**src/rtl/bk_adder_pkg.sv**
```systemverilog
// Shared types and helpers for the pipelined Brent-Kung adder/subtractor.
// Payload structs are sized for the widest supported operand; unused upper bits stay 0.
// Stateless package: no latency or backpressure of its own.
package bk_adder_pkg;

    localparam int WIDTH_MAX = 64;
    localparam int PIPE_MIN  = 1;
    localparam int PIPE_MAX  = 3;

    typedef struct packed {
        logic [WIDTH_MAX-1:0] p;
        logic [WIDTH_MAX-1:0] g;
        logic                 c0;
        logic                 a_msb;
        logic                 sat;
    } s1_t;

    typedef struct packed {
        logic [WIDTH_MAX-1:0] p;
        logic [WIDTH_MAX:0]   c;
        logic                 a_msb;
        logic                 sat;
    } s2_t;

    function automatic int bk_levels(input int width);
        return 2 * $clog2(width) - 1;
    endfunction

endpackage

```
**src/rtl/bk_prefix_tree.sv**
```systemverilog
// Brent-Kung carry prefix network: carries C[0..WIDTH] from propagate/generate and carry-in.
// Latency: purely combinational, 2*log2(WIDTH)-1 operator levels.
// Backpressure: none, no state.
module bk_prefix_tree
    import bk_adder_pkg::*;
#(
    parameter int WIDTH = 32
) (
    input  logic [WIDTH-1:0] p,
    input  logic [WIDTH-1:0] g,
    input  logic             c0,
    output logic [WIDTH:0]   c
);

    localparam int NLEV = bk_levels(WIDTH);
    localparam int LOG  = (NLEV + 1) / 2;

    logic [NLEV:0][WIDTH-1:0] gl;
    logic [NLEV:0][WIDTH-1:0] pl;
    logic                     unused_p;

    // Carry-in folded into bit 0 so every group generate is a true carry.
    assign gl[0] = {g[WIDTH-1:1], g[0] | (p[0] & c0)};
    assign pl[0] = p;

    for (genvar lv = 1; lv <= NLEV; lv++) begin : g_lvl
        localparam bit UP   = (lv <= LOG);
        localparam int DIST = UP ? (1 << (lv - 1)) : (1 << (2 * LOG - 1 - lv));
        for (genvar i = 0; i < WIDTH; i++) begin : g_bit
            localparam bit OP = UP ? (((i + 1) % (2 * DIST)) == 0)
                                   : ((((i + 1) % (2 * DIST)) == DIST) && (i >= 2 * DIST));
            if (OP) begin : g_op
                assign gl[lv][i] = gl[lv-1][i] | (pl[lv-1][i] & gl[lv-1][i-DIST]);
                assign pl[lv][i] = pl[lv-1][i] & pl[lv-1][i-DIST];
            end else begin : g_pass
                assign gl[lv][i] = gl[lv-1][i];
                assign pl[lv][i] = pl[lv-1][i];
            end
        end
    end

    assign c        = {gl[NLEV], c0};
    assign unused_p = ^pl;

endmodule

```
**src/rtl/bk_adder_pipe.sv**
```systemverilog
// Pipelined Brent-Kung add/sub with carry-out and signed overflow; BK_ADDER_SAT_EN adds saturation.
// Latency: PIPE cycles (1..3), one beat per cycle when unstalled.
// Backpressure: per-stage valid, each stage loads when empty or next accepts; in_ready follows out_ready combinationally.
module bk_adder_pipe
    import bk_adder_pkg::*;
#(
    parameter int WIDTH = 32,
    parameter int PIPE  = 3
) (
    input  logic             clk,
    input  logic             rst,
    input  logic             in_valid,
    output logic             in_ready,
    input  logic [WIDTH-1:0] a,
    input  logic [WIDTH-1:0] b,
    input  logic             cin,
    input  logic             sub,
    input  logic             sat,
    output logic             out_valid,
    input  logic             out_ready,
    output logic [WIDTH-1:0] sum,
    output logic             cout,
    output logic             ovf
);

    s1_t              s1_d, s1_q;
    s2_t              s2_d, s2_q;
    logic             s1_vld, s2_vld;
    logic             acc1, acc2, acc3;
    logic [WIDTH-1:0] b_eff;
    logic [WIDTH:0]   carry;
    logic [WIDTH-1:0] sum_d;
    logic             cout_d, ovf_d;
    logic             unused_bits;

    assign b_eff = sub ? ~b : b;

    always_comb begin
        s1_d                = '0;
        s1_d.p[WIDTH-1:0]   = a ^ b_eff;
        s1_d.g[WIDTH-1:0]   = a & b_eff;
        s1_d.c0             = sub | cin;
        s1_d.a_msb          = a[WIDTH-1];
`ifdef BK_ADDER_SAT_EN
        s1_d.sat            = sat;
`else
        s1_d.sat            = 1'b0;
`endif
    end

    if (PIPE == PIPE_MAX) begin : g_s1_reg
        logic v1;
        s1_t  q1;
        always_ff @(posedge clk) begin
            if (rst) begin
                v1 <= 1'b0;
                q1 <= '0;
            end else if (acc1) begin
                v1 <= in_valid;
                if (in_valid) q1 <= s1_d;
            end
        end
        assign acc1   = !v1 || acc2;
        assign s1_q   = q1;
        assign s1_vld = v1;
    end else begin : g_s1_comb
        assign acc1   = acc2;
        assign s1_q   = s1_d;
        assign s1_vld = in_valid;
    end

    bk_prefix_tree #(
        .WIDTH (WIDTH)
    ) u_tree (
        .p  (s1_q.p[WIDTH-1:0]),
        .g  (s1_q.g[WIDTH-1:0]),
        .c0 (s1_q.c0),
        .c  (carry)
    );

    always_comb begin
        s2_d              = '0;
        s2_d.p[WIDTH-1:0] = s1_q.p[WIDTH-1:0];
        s2_d.c[WIDTH:0]   = carry;
        s2_d.a_msb        = s1_q.a_msb;
        s2_d.sat          = s1_q.sat;
    end

    if (PIPE > PIPE_MIN) begin : g_s2_reg
        logic v2;
        s2_t  q2;
        always_ff @(posedge clk) begin
            if (rst) begin
                v2 <= 1'b0;
                q2 <= '0;
            end else if (acc2) begin
                v2 <= s1_vld;
                if (s1_vld) q2 <= s2_d;
            end
        end
        assign acc2   = !v2 || acc3;
        assign s2_q   = q2;
        assign s2_vld = v2;
    end else begin : g_s2_comb
        assign acc2   = acc3;
        assign s2_q   = s2_d;
        assign s2_vld = s1_vld;
    end

    always_comb begin
        cout_d = s2_q.c[WIDTH];
        ovf_d  = s2_q.c[WIDTH-1] ^ s2_q.c[WIDTH];
        sum_d  = s2_q.p[WIDTH-1:0] ^ s2_q.c[WIDTH-1:0];
`ifdef BK_ADDER_SAT_EN
        // Clamp toward the sign of a; cout/ovf keep reporting the raw result.
        if (s2_q.sat && ovf_d)
            sum_d = s2_q.a_msb ? {1'b1, {(WIDTH-1){1'b0}}} : {1'b0, {(WIDTH-1){1'b1}}};
`endif
    end

    assign acc3 = !out_valid || out_ready;

    always_ff @(posedge clk) begin
        if (rst) begin
            out_valid <= 1'b0;
            sum       <= '0;
            cout      <= 1'b0;
            ovf       <= 1'b0;
        end else if (acc3) begin
            out_valid <= s2_vld;
            if (s2_vld) begin
                sum  <= sum_d;
                cout <= cout_d;
                ovf  <= ovf_d;
            end
        end
    end

    assign in_ready    = acc1;
    assign unused_bits = ^{s1_q, s2_q, sat};

endmodule
```
**config.mk**
```make
export PLATFORM = sky130hd
export DESIGN_NAME = bk_adder_pipe
export DESIGN_NICKNAME = d
export VERILOG_FILES = /design/src/rtl/bk_adder_pkg.sv /design/src/rtl/bk_prefix_tree.sv /design/src/rtl/bk_adder_pipe.sv
export SDC_FILE = /design/constraint.sdc
export NUM_CORES = 1
export LEC_CHECK = 0
export BUFFER_PORTS_ARGS = -buffer_cell sky130_fd_sc_hd__buf_2
export CAP_MARGIN = 25
export CELL_PAD_IN_SITES_DETAIL_PLACEMENT = 1
export CELL_PAD_IN_SITES_GLOBAL_PLACEMENT = 1
export CORE_MARGIN = 2
export CORE_UTILIZATION = 42
export DETAILED_ROUTE_END_ITERATION = 6
export PLACE_DENSITY = 0.86
export SLEW_MARGIN = 20
export SYNTH_ARGS = -nofsm -noshare
export SYNTH_HDL_FRONTEND = slang
export SYNTH_SLANG_ARGS = --single-unit
```
**constraint.sdc**
```tcl
create_clock -name clk -period 2.25 [get_ports clk]
set_input_delay 0.225 -clock clk [delete_from_list [all_inputs] [get_ports clk]]
set_output_delay 0.225 -clock clk [all_outputs]
set_load 0.1 [all_outputs]
```
==> qor.yml, run 1 <==
clock_network:
  tritoncts: "yes"
  cts_sinks: 167
  cts.root.buffer_cell: "clkbuf_16"
  cts.reportedPaths.clkPinSlew_ns: 0.07
  clkLatencyLatePin_ns: 0.42
  cts.path.max_buffers: 2
  post_cts.repair.setup_buffers: 0
  htree_num_levels: 4
  number_of_buffers_created_by_cts: 17
  hold_bufs_at_cts: 0
  cts_repair_resize_count: 0
critical_path:
  path_delay_family: "simple AND/OR/NAND/NOR gates"
  critical_path.reg2reg.startpoint: "g_s1_reg.q1[78]"
  worst_ep_arrival_time_ns: 2.29
  cpPeakStageDelay_ns: 0.46
  cp_cell_sequence: "nand4_1 > o32a_1 > nand4bb_1 > buf_4 > a21oi_1 > nor4_1"
  critPathCapture: "g_s2_reg.q2[30]"
  worst_setup_path_startpoint: "g_s1_reg.q1[78]"
  crit_cells: 6
  r2r_end: "g_s2_reg.q2[30]"
  worstRegToRegCells: 6
  crit_buf_inv: 1
  crit_required_ns: 2.54
  setup.worst_path.start_class: "flip-flop"
  worstPathMaxFanout: 8
  cell_at_the_slowest_stage_of_the_critical_path: "dfxtp_1"
  endpoint_kind: "flip-flop"
  reg2reg_slack_ns: 0.25
  path_class: "flip-flop to flip-flop"
pwr:
  power.ir.vdd_worst_mv: 0.5471
  p_leak_nw: 3.412
  powerDensity_nw_per_um2: 844.6
drt:
  detail_route.first_pass.iterations: 5
  drt-initial-drc-count: 417
  detailed_route_wire_length_um: 20930
  via_per_inst: 5.328
  final_antenna_net_count: 0
  detail_route.drc_violations: 0
  routedWlPerCell_um: 17.31
  routed-via-count: 6442
placement:
  gp_routability_congestion: 0.8356
  io_buffers: 105
  dp_hpwl_um: 13850
sta:
  hold_viol_final: 0
  rsz0062_at_grt: "false"
  min_period_ns: 1.996
  setup_viol_count_final: 0
  final.setup.tns_ns: 0
  report.final.slew_viol_count: 0
  period_share_pct: 88.72
  tightestPinTransition_ns: 0.6962
  timing.clock.skew_ns: 0.009065
  slew_headroom_pct: 53.59
  timing.hold.ws_ns: 0.09886
  clock.fmax_mhz: 500.9
floorplan:
  width_of_the_die_um: 135.6
  die-area_um2: 18400
  initial_utilization_pct: 42.52
  top_level_ports: 107
  coreArea_um2: 17120
  chipHeight_um: 135.6
  fp-row-count: 48
grt:
  grt.total_usage_pct: 23.52
  first_global_vias: 6575
  wire_length_of_the_first_global_routing_pass_um: 34130
  global_route.overflow_total: 0
  initial_antenna_violation_count: 0
  grt_start_max_net_pins: 80
finish:
  drive_gt1_share_pct: 17.48
  num-nets-final: 1074
  fill_cells: 2075
  diodes: 0
  area_delta_synth_final_pct: 20.13
hold_path:
  holdCritPathClass: "input pin to flip-flop"
synth:
  synth_cell_type_count: 48
  synth_top_area_share_pct: 45.93
  yosysTopAreaCell: "dfxtp_1"
  mappedNetlistNets: 988
  synth-main-ff-cell: "dfxtp_1"
  ys_seq_area_share_pct: 45.93
  synth_top_cells_by_area: "dfxtp_1, nand2_1, a21oi_1, ha_1, a211oi_1"
  post_synth_instance_area_um2: 7278
  syn_inst: 885
  ffs_latches_synth: 167
  synth_edf_count: 0
  synthMostInstantiatedCell: "nand2_1"
  synthesis.area_per_instance_um2: 8.224
  synthTopCellsByCount: "nand2_1, dfxtp_1, a21oi_1"
  synth.yosys.warnings: 0
  async_reset_ff_share_pct: 0
run_status:
  run_status: "finished, final reports clean"
flow_run:
  timing.max_cap.violations: 0
## metrics by stage
stage	instances	power, W	utilization (%)	setup slack, ns	cell area, um2
final	1209	0.007385	51.08	0.2538	8743
after global routing	1209	0.007685	51.08	0.1577	8743
after floorplan	885	0.004030	-	0.05919	7292
after detailed placement	1177	0.004352	47.41	0.2687	8115
after global placement	1177	0.004308	47.41	0.3012	8115
after CTS	1209	0.007405	51.05	0.1520	8737
## worst min path at each step
stage | start | endpoint | slack, ns | cells past startpoint
floorplan | in_valid | g_s1_reg.v1 | 0.38 | 2
global placement | g_s1_reg.q1[6] | g_s1_reg.q1[6] | 0.44 | 2
detailed placement | g_s1_reg.q1[3] | g_s1_reg.q1[3] | 0.46 | 2
CTS | cin | g_s1_reg.q1[2] | 0.08 | 3
global route | cin | g_s1_reg.q1[2] | 0.18 | 3
finish | cin | g_s1_reg.q1[2] | 0.1 | 3
## per-layer routing
metal	GRT usage [%]	share of wire (%)	wire, um
met3	4.190	4.5	945
met4	7.292	1.5	311
met2	37.77	47	9814
met5	0	0	0
met1	32.24	47	9855
## power by group
group          switching [W]  internal [W]
Combinational       0.000706      0.000335
Sequential          0.000162       0.00312
Clock                0.00124       0.00182
## kinds of logic after synthesis
logic type / after synthesis / synth area share [%]
AOI/OAI and AO/OA: 213 / 17.84
xor gates and xnor gates: 65 / 7.822
adders and majority gates: 32 / 5.501
buffers and inverters: 68 / 3.833
DFF: 167 / 45.93
muxes: 2 / 0.2751
and+or+nand+nor: 338 / 18.79
## cells in the final DEF, fill, tap and decap left out, types with 3 or more instances in the layout
cell / synthesis / routed
nand2_1: 212 / 210
dfxtp_1: 167 / 166
a21oi_1: 122 / 121
buf_2: 13 / 104
nor2_1: 79 / 79
a211oi_1: 45 / 45
xnor2_1: 33 / 33
xor2_1: 32 / 32
ha_1: 32 / 32
nor3_1: 20 / 20
clkbuf_16: 0 / 17
buf_4: 0 / 17
o21ai_0: 14 / 14
inv_1: 9 / 9
a21o_1: 6 / 6
nand3_1: 6 / 5
buf_12: 0 / 5
inv_6: 0 / 4
nand4_1: 3 / 3
o21a_1: 3 / 3
o211ai_1: 3 / 3
or3_1: 3 / 3
clkinvlp_4: 0 / 3
bufinv_16: 0 / 3
## layout make-up
cell class,count,area [um2],share of cell area [%]
timing repair buffer,126,748.2,8.558
clock buffer,20,456.7,5.223
sequential,167,3344,38.25
tap,225,281.5,3.220
clock inverter,12,165.2,1.889
inverter,9,33.78,0.3864
multi-input combinational,650,3714,42.47
## state kept, by name, summed over array words and instances, names as in the netlist
signal and count:
g_s1_reg.q1 65, g_s2_reg.q2 64, sum 32, cout 1, cout_d 1, g_s1_reg.v1 1
g_s2_reg.v2 1, out_valid 1, ovf 1
## tightest hold or removal path, stage by stage
cell and delay [ns]:
buf_2 0.09, nor3_1 0.04, nor3_1 0.11
(Power assumes the default switching activity.)
==> run 2: changes to the inputs <==
- CORE_UTILIZATION: 42 -> 35
- PLACE_DENSITY: 0.86 -> 0.75
==> qor.yml, run 2 (synthesized netlist as in run 1, its figures left out) <==
run_status:
  run_status: "finished, final reports clean"
clock_network:
  htree_num_levels: 4  # unchanged
  cts.root.buffer_cell: "clkbuf_16"
  clkLatencyLatePin_ns: 0.43  # about the same
  hold_bufs_at_cts: 0  # unchanged
  cts.reportedPaths.clkPinSlew_ns: 0.07  # about the same
  number_of_buffers_created_by_cts: 17  # unchanged
  cts.path.max_buffers: 2  # unchanged
  cts_repair_resize_count: 0  # unchanged
  post_cts.repair.setup_buffers: 0  # unchanged
  cts_sinks: 167  # unchanged
  tritoncts: "yes"
sta:
  rsz0062_at_grt: "false"
  hold_viol_final: 0  # unchanged
  setup_viol_count_final: 0  # unchanged
  report.final.slew_viol_count: 0  # unchanged
  setup_slack_ns: 0.2696  # +0.01577 ns
  period_share_pct: 88.02  # -0.70 points
  timing.clock.skew_ns: 0.01111  # +0.002047 ns
  slew_headroom_pct: 45.46  # -8.1 points
  final.setup.tns_ns: 0  # unchanged
  clock.fmax_mhz: 504.9  # +0.80%
  tightestPinTransition_ns: 0.8181  # +0.1219 ns
  min_period_ns: 1.980  # -0.01578 ns
  timing.hold.ws_ns: 0.07334  # -0.02552 ns
critical_path:
  reg2reg_slack_ns: 0.27  # +0.02 ns
  path_class: "flip-flop to flip-flop"
  worstRegToRegCells: 6  # unchanged
  worst_setup_path_startpoint: "g_s1_reg.q1[21]"
  crit_required_ns: 2.52  # -0.02 ns
  worst_ep_arrival_time_ns: 2.25  # -0.04 ns
  r2r_end: "g_s2_reg.q2[33]"
  setup.worst_path.start_class: "flip-flop"
  cell_at_the_slowest_stage_of_the_critical_path: "a221oi_1"
  cp_cell_sequence: "a21oi_1 > o21ai_0 > a221oi_1 > o22ai_1 > a31oi_4 > a311oi_1"
  endpoint_kind: "flip-flop"
  worstPathMaxFanout: 4  # -4
  critical_path.reg2reg.startpoint: "g_s1_reg.q1[21]"
  cpPeakStageDelay_ns: 0.57  # +0.11 ns
drt:
  final_antenna_net_count: 0  # unchanged
  routed-via-count: 6206  # -3.7%
  detailed_route_wire_length_um: 18340  # -12%
  drt-initial-drc-count: 238  # -43%
  route.met2.wl_um: 8957  # -8.7%
  top_signal_layer_used: "met4"
  met3_length_um: 621  # -34%
  wire_length_the_detailed_router_placed_on_met1_um: 8608  # -13%
  routedWlPerCell_um: 14.63  # -15%
  detail_route.first_pass.iterations: 5  # unchanged
  detail_route.drc_violations: 0  # unchanged
  via_per_inst: 4.949  # -7.1%
hold_path:
  holdCritPathClass: "input pin to flip-flop"
  worst_hold_startpoint: "cin"
  hold-path-cell-count: 3  # unchanged
  timing.hold.worst_endpoint: "g_s1_reg.q1[2]"
pwr:
  power.ir.vdd_worst_mv: 0.5251  # -4.0%
  p_leak_nw: 3.385  # -0.79%
  share_seq_of_total_power_pct: 45.4  # +1.0 points
  power.internal_w: 0.005156  # -2.3%
  power.switching_fraction_pct: 28.05  # -0.47 points
  powerDensity_nw_per_um2: 818.2  # -3.1%
  net_switching_component_of_the_power_w: 0.002010  # -4.6%
  clock_power_share_pct: 40.4  # -1.1 points
  combPwrFrac_pct: 14.2  # about the same
finish:
  fill_cells: 2448  # +18%
  layout_commonest_cell: "nand2_1"
  area_delta_synth_final_pct: 20.34
  multi_input_comb_area_um2: 3707  # -0.17%
  num-nets-final: 1073  # -0.093%
  drive_gt1_share_pct: 16.99  # -0.49 points
  regArea_um2: 3344  # unchanged
  biggestRegsByFlops: "g_s1_reg.q1 (65), g_s2_reg.q2 (64), sum (32)"
  final_cell_mix: "nand2_1, dfxtp_1, a21oi_1"
  registers.top_by_ff_count: "g_s1_reg.q1"
  largest_register_ff_count: 65  # unchanged
floorplan:
  chipHeight_um: 148.2  # +9.3%
  top_level_ports: 107  # unchanged
  coreArea_um2: 20300  # +19%
  width_of_the_die_um: 148.2  # +9.3%
  die-area_um2: 21960  # +19%
  fp-row-count: 52  # +8.3%
  initial_utilization_pct: 35.85  # -6.7 points
placement:
  dp_worst_slack_ns: 0.1542  # -0.1145 ns
  gp_routability_congestion: 0.7515  # -10%
  dp_hpwl_um: 12400  # -10%
  io_buffers: 105  # unchanged
grt:
  initial_antenna_violation_count: 1  # +1
  global_route.overflow_total: 0  # unchanged
  grt_start_max_net_pins: 75  # -6.3%
  grt.total_usage_pct: 17.26  # -6.3 points
  first_global_vias: 6203  # -5.7%
  wire_length_of_the_first_global_routing_pass_um: 30770  # -9.8%
flow_run:
  timing.max_cap.violations: 0  # unchanged
## run 2: cell type report
| type | instances | area share, % |
|---|---|---|
| diodes | 1 | 0.02857 |
| clock buffers | 23 | 5.343 |
| clock inverters | 9 | 1.329 |
| inverters | 9 | 0.3857 |
| multi-input cells | 650 | 42.33 |
| flip-flops and latches | 167 | 38.19 |
| well taps | 270 | 3.857 |
| repair buffers | 125 | 8.543 |
## run 2: power by group through the flow
stage	Combinational, W	Clock, W	Sequential (W)
2_1_floorplan	0.000506	0	0.00352
3_3_place_gp	0.000997	0	0.00332
3_5_place_dp	0.00102	0	0.00332
4_1_cts	0.00103	0.00297	0.00326
5_1_grt	0.00113	0.00311	0.00328
6_report	0.00101	0.00290	0.00326
## run 2: layer usage
layer | GRT usage (%) | vias to the layer above
met5 | 0 | -
met4 | 4.095 | 0
met3 | 4.202 | 13
met2 | 29.95 | 76
met1 | 21.67 | 2946
li1 | - | 3171
## run 2: per-stage QoR
| stage | cells | utilization [%] | total power, W | cell area, um2 |
|---|---|---|---|---|
| 6_report | 1254 | 43.15 | 0.007166 | 8758 |
| 5_1_grt | 1253 | 43.13 | 0.007511 | 8756 |
| 4_1_cts | 1252 | 43.00 | 0.007251 | 8728 |
| 3_5_place_dp | 1220 | 40.12 | 0.004339 | 8144 |
| 3_3_place_gp | 1220 | 40.12 | 0.004312 | 8144 |
| 2_1_floorplan | 885 | - | 0.004030 | 7292 |
## run 2: worst max-delay path: cells and delay by family, from the launching register on
family	cells	cell delay, ns
compound gates	6	1.48
flops	1	0.33
## run 2: worst max path at each step
stage | end | slack [ns]
2_1_floorplan | g_s1_reg.q1[27] | 0.06
3_3_place_gp | sum[21] | 0.22
3_5_place_dp | sum[22] | 0.15
4_1_cts | sum[22] | 0.13
5_1_grt | g_s2_reg.q2[33] | 0.06
6_report | g_s2_reg.q2[33] | 0.27
==> run 3: changes to the inputs <==
- clock period: 2.25 -> 2.1 ns (I/O delays scaled with it)
==> qor.yml, run 3 (synthesized netlist as in run 1, its figures left out) <==
hold_path:
  worst_hold_startpoint: "cin"
  holdCritPathClass: "input pin to flip-flop"
clock_network:
  tritoncts: "yes"
  cts.reportedPaths.clkPinSlew_ns: 0.06  # about the same
  cts.root.buffer_cell: "clkbuf_16"
  hold_bufs_at_cts: 0  # unchanged
  clkLatencyLatePin_ns: 0.44  # about the same
  cts_sinks: 167  # unchanged
  number_of_buffers_created_by_cts: 17  # unchanged
  cts.path.max_buffers: 2  # unchanged
  htree_num_levels: 4  # unchanged
sta:
  clock.fmax_mhz: 547.4
  hold_viol_final: 0  # unchanged
  tightestPinTransition_ns: 0.5292  # -0.2889 ns
  slew_headroom_pct: 64.96  # +20 points
  report.final.slew_viol_count: 0  # unchanged
  timing.clock.skew_ns: 0.01297  # +0.001857 ns
  period_share_pct: 86.98
  setup_viol_count_final: 0  # unchanged
  final.setup.tns_ns: 0  # unchanged
  rsz0062_at_grt: "false"
  min_period_ns: 1.827
grt:
  wire_length_of_the_first_global_routing_pass_um: 30770  # about the same
  grt.total_usage_pct: 17.38  # +0.12 points
  initial_antenna_violation_count: 0  # -1
  grt_start_max_net_pins: 52  # -31%
  global_route.overflow_total: 0  # unchanged
  first_global_vias: 6272  # +1.1%
critical_path:
  worstPathMaxFanout: 5  # +1
  critical_path.reg2reg.startpoint: "g_s1_reg.q1[11]"
  worst_ep_arrival_time_ns: 1.62  # -0.63 ns
  cell_at_the_slowest_stage_of_the_critical_path: "buf_2"
  path_class: "flip-flop to output pin"
  reg2reg_slack_ns: 0.27  # about the same
  crit_required_ns: 1.89  # -0.63 ns
  cp_cell_sequence: "nor2b_1 > buf_4 > nand3_4 > buf_2"
  worst_setup_path_startpoint: "out_valid"
  setup.worst_path.start_class: "flip-flop"
  endpoint_kind: "output pin"
  cpPeakStageDelay_ns: 0.43  # -0.14 ns
floorplan:
  initial_utilization_pct: 35.85  # unchanged
  die-area_um2: 21960  # unchanged
  chipHeight_um: 148.2  # unchanged
  width_of_the_die_um: 148.2  # unchanged
  coreArea_um2: 20300  # unchanged
  top_level_ports: 107  # unchanged
  fp-row-count: 52  # unchanged
finish:
  design_area_um2: 8822  # +0.73%
  num-nets-final: 1079  # +0.56%
  diodes: 0  # -1
  drive_gt1_share_pct: 17.90  # +0.91 points
  layout_commonest_cell: "nand2_1"
  final_cell_mix: "nand2_1, dfxtp_1, a21oi_1"
  post-route-util_pct: 43.46  # +0.31 points
  largest_register_ff_count: 65  # unchanged
  area_delta_synth_final_pct: 21.21
  registers.top_by_ff_count: "g_s1_reg.q1"
  stdcell_count: 1259  # +0.40%
  biggestRegsByFlops: "g_s1_reg.q1 (65), g_s2_reg.q2 (64), sum (32)"
drt:
  detailed_route_wire_length_um: 18190  # -0.82%
  via_per_inst: 4.929  # -0.40%
  met3_length_um: 612  # -1.4%
  detail_route.first_pass.iterations: 4  # -1
  wire_length_the_detailed_router_placed_on_met1_um: 8513  # -1.1%
  final_antenna_net_count: 0  # unchanged
  top_signal_layer_used: "met4"
  detail_route.drc_violations: 0  # unchanged
  drt-initial-drc-count: 250  # +5.0%
  routedWlPerCell_um: 14.45  # -1.2%
  route.met2.wl_um: 8739  # -2.4%
  routed-via-count: 6206  # unchanged
pwr:
  p_leak_nw: 3.422  # +1.1%
  clock_power_share_pct: 40.9  # +0.5 points
  power.ir.vdd_worst_mv: 0.5248  # about the same
  powerDensity_nw_per_um2: 878.2  # +7.3%
  share_seq_of_total_power_pct: 45.0  # -0.4 points
  power.internal_w: 0.005582  # +8.3%
  power.switching_fraction_pct: 27.96  # -0.095 points
  net_switching_component_of_the_power_w: 0.002166  # +7.8%
  combPwrFrac_pct: 14.1  # about the same
placement:
  dp_hpwl_um: 12770  # +3.0%
  gp_routability_congestion: 0.7500  # -0.20%
  dpl-instance-area_um2: 8212  # +0.83%
  dp_cells: 1227  # +0.57%
  io_buffers: 105  # unchanged
run_status:
  run_status: "finished, final reports clean"
flow_run:
  timing.max_cap.violations: 0  # unchanged
==> run 3: cell types whose count changed in the layout (fill, tap and decap cells not counted), sizes merged <==
| cell | before | now |
|---|---|---|
| diode | 1 | 0 |
| clkbuf | 23 | 22 |
| inv | 11 | 9 |
| clkinvlp | 4 | 5 |
| buf | 125 | 131 |
| clkinv | 1 | 3 |
==> run 3: path summary, 6_finish.rpt <==
path / end / cells after the start
hold / removal: g_s1_reg.q1[2] / 3
setup reg to reg: g_s2_reg.q2[28] / 7
hold reg to reg: g_s1_reg.q1[34] / 2
setup / recovery: in_ready / 4
==> run 3: final cells by class <==
| type | instances | area (um2) |
|---|---|---|
| Tap cell | 270 | 337.8 |
| Timing Repair Buffer | 131 | 785.8 |
| Fill cell | 2491 | 11480 |
| Clock inverter | 10 | 120.1 |
| Clock buffer | 22 | 484.2 |
| Sequential cell | 167 | 3347 |
| Multi-Input combinational cell | 650 | 3714 |
| Inverter | 9 | 33.78 |
==> run 3: power groups by stage <==
stage	Combinational (W)	Sequential, W	Clock, W
floorplan	0.000542	0.00377	0
global placement	0.00108	0.00355	0
detailed placement	0.00110	0.00356	0
finish	0.00109	0.00349	0.00317
CTS	0.00111	0.00349	0.00323
global route	0.00121	0.00351	0.00338
==> run 3: routing by layer <==
| metal | global-route usage [%] | up-vias |
|---|---|---|
| met5 | 0 | - |
| met1 | 22.11 | 2913 |
| met2 | 29.49 | 90 |
| met4 | 5.571 | 0 |
| li1 | - | 3176 |
| met3 | 3.712 | 27 |
==> run 3: metrics by stage <==
step           worst slack, ns  total power, W  hold WS, ns
2_1_floorplan          0.05700        0.004317       0.3605
3_3_place_gp            0.1808        0.004628       0.4431
3_5_place_dp            0.1456        0.004657       0.4513
4_1_cts                0.09790        0.007826      0.08048
5_1_grt                0.05878        0.008108      0.08189
6_report                0.2733        0.007748      0.07627
==> run 3: worst max-delay path: cells and delay by family, from the launching register on <==
kind	cells	cell delay, ns
flops	1	0.34
simple gates	2	0.24
buf+inv	2	0.60
==> run 3: repair_timing <==
action / CTS / global route
endpoints found under the setup margin: 0 / 6
setup buffers: 0 / 0
gates resized for setup: 0 / 1
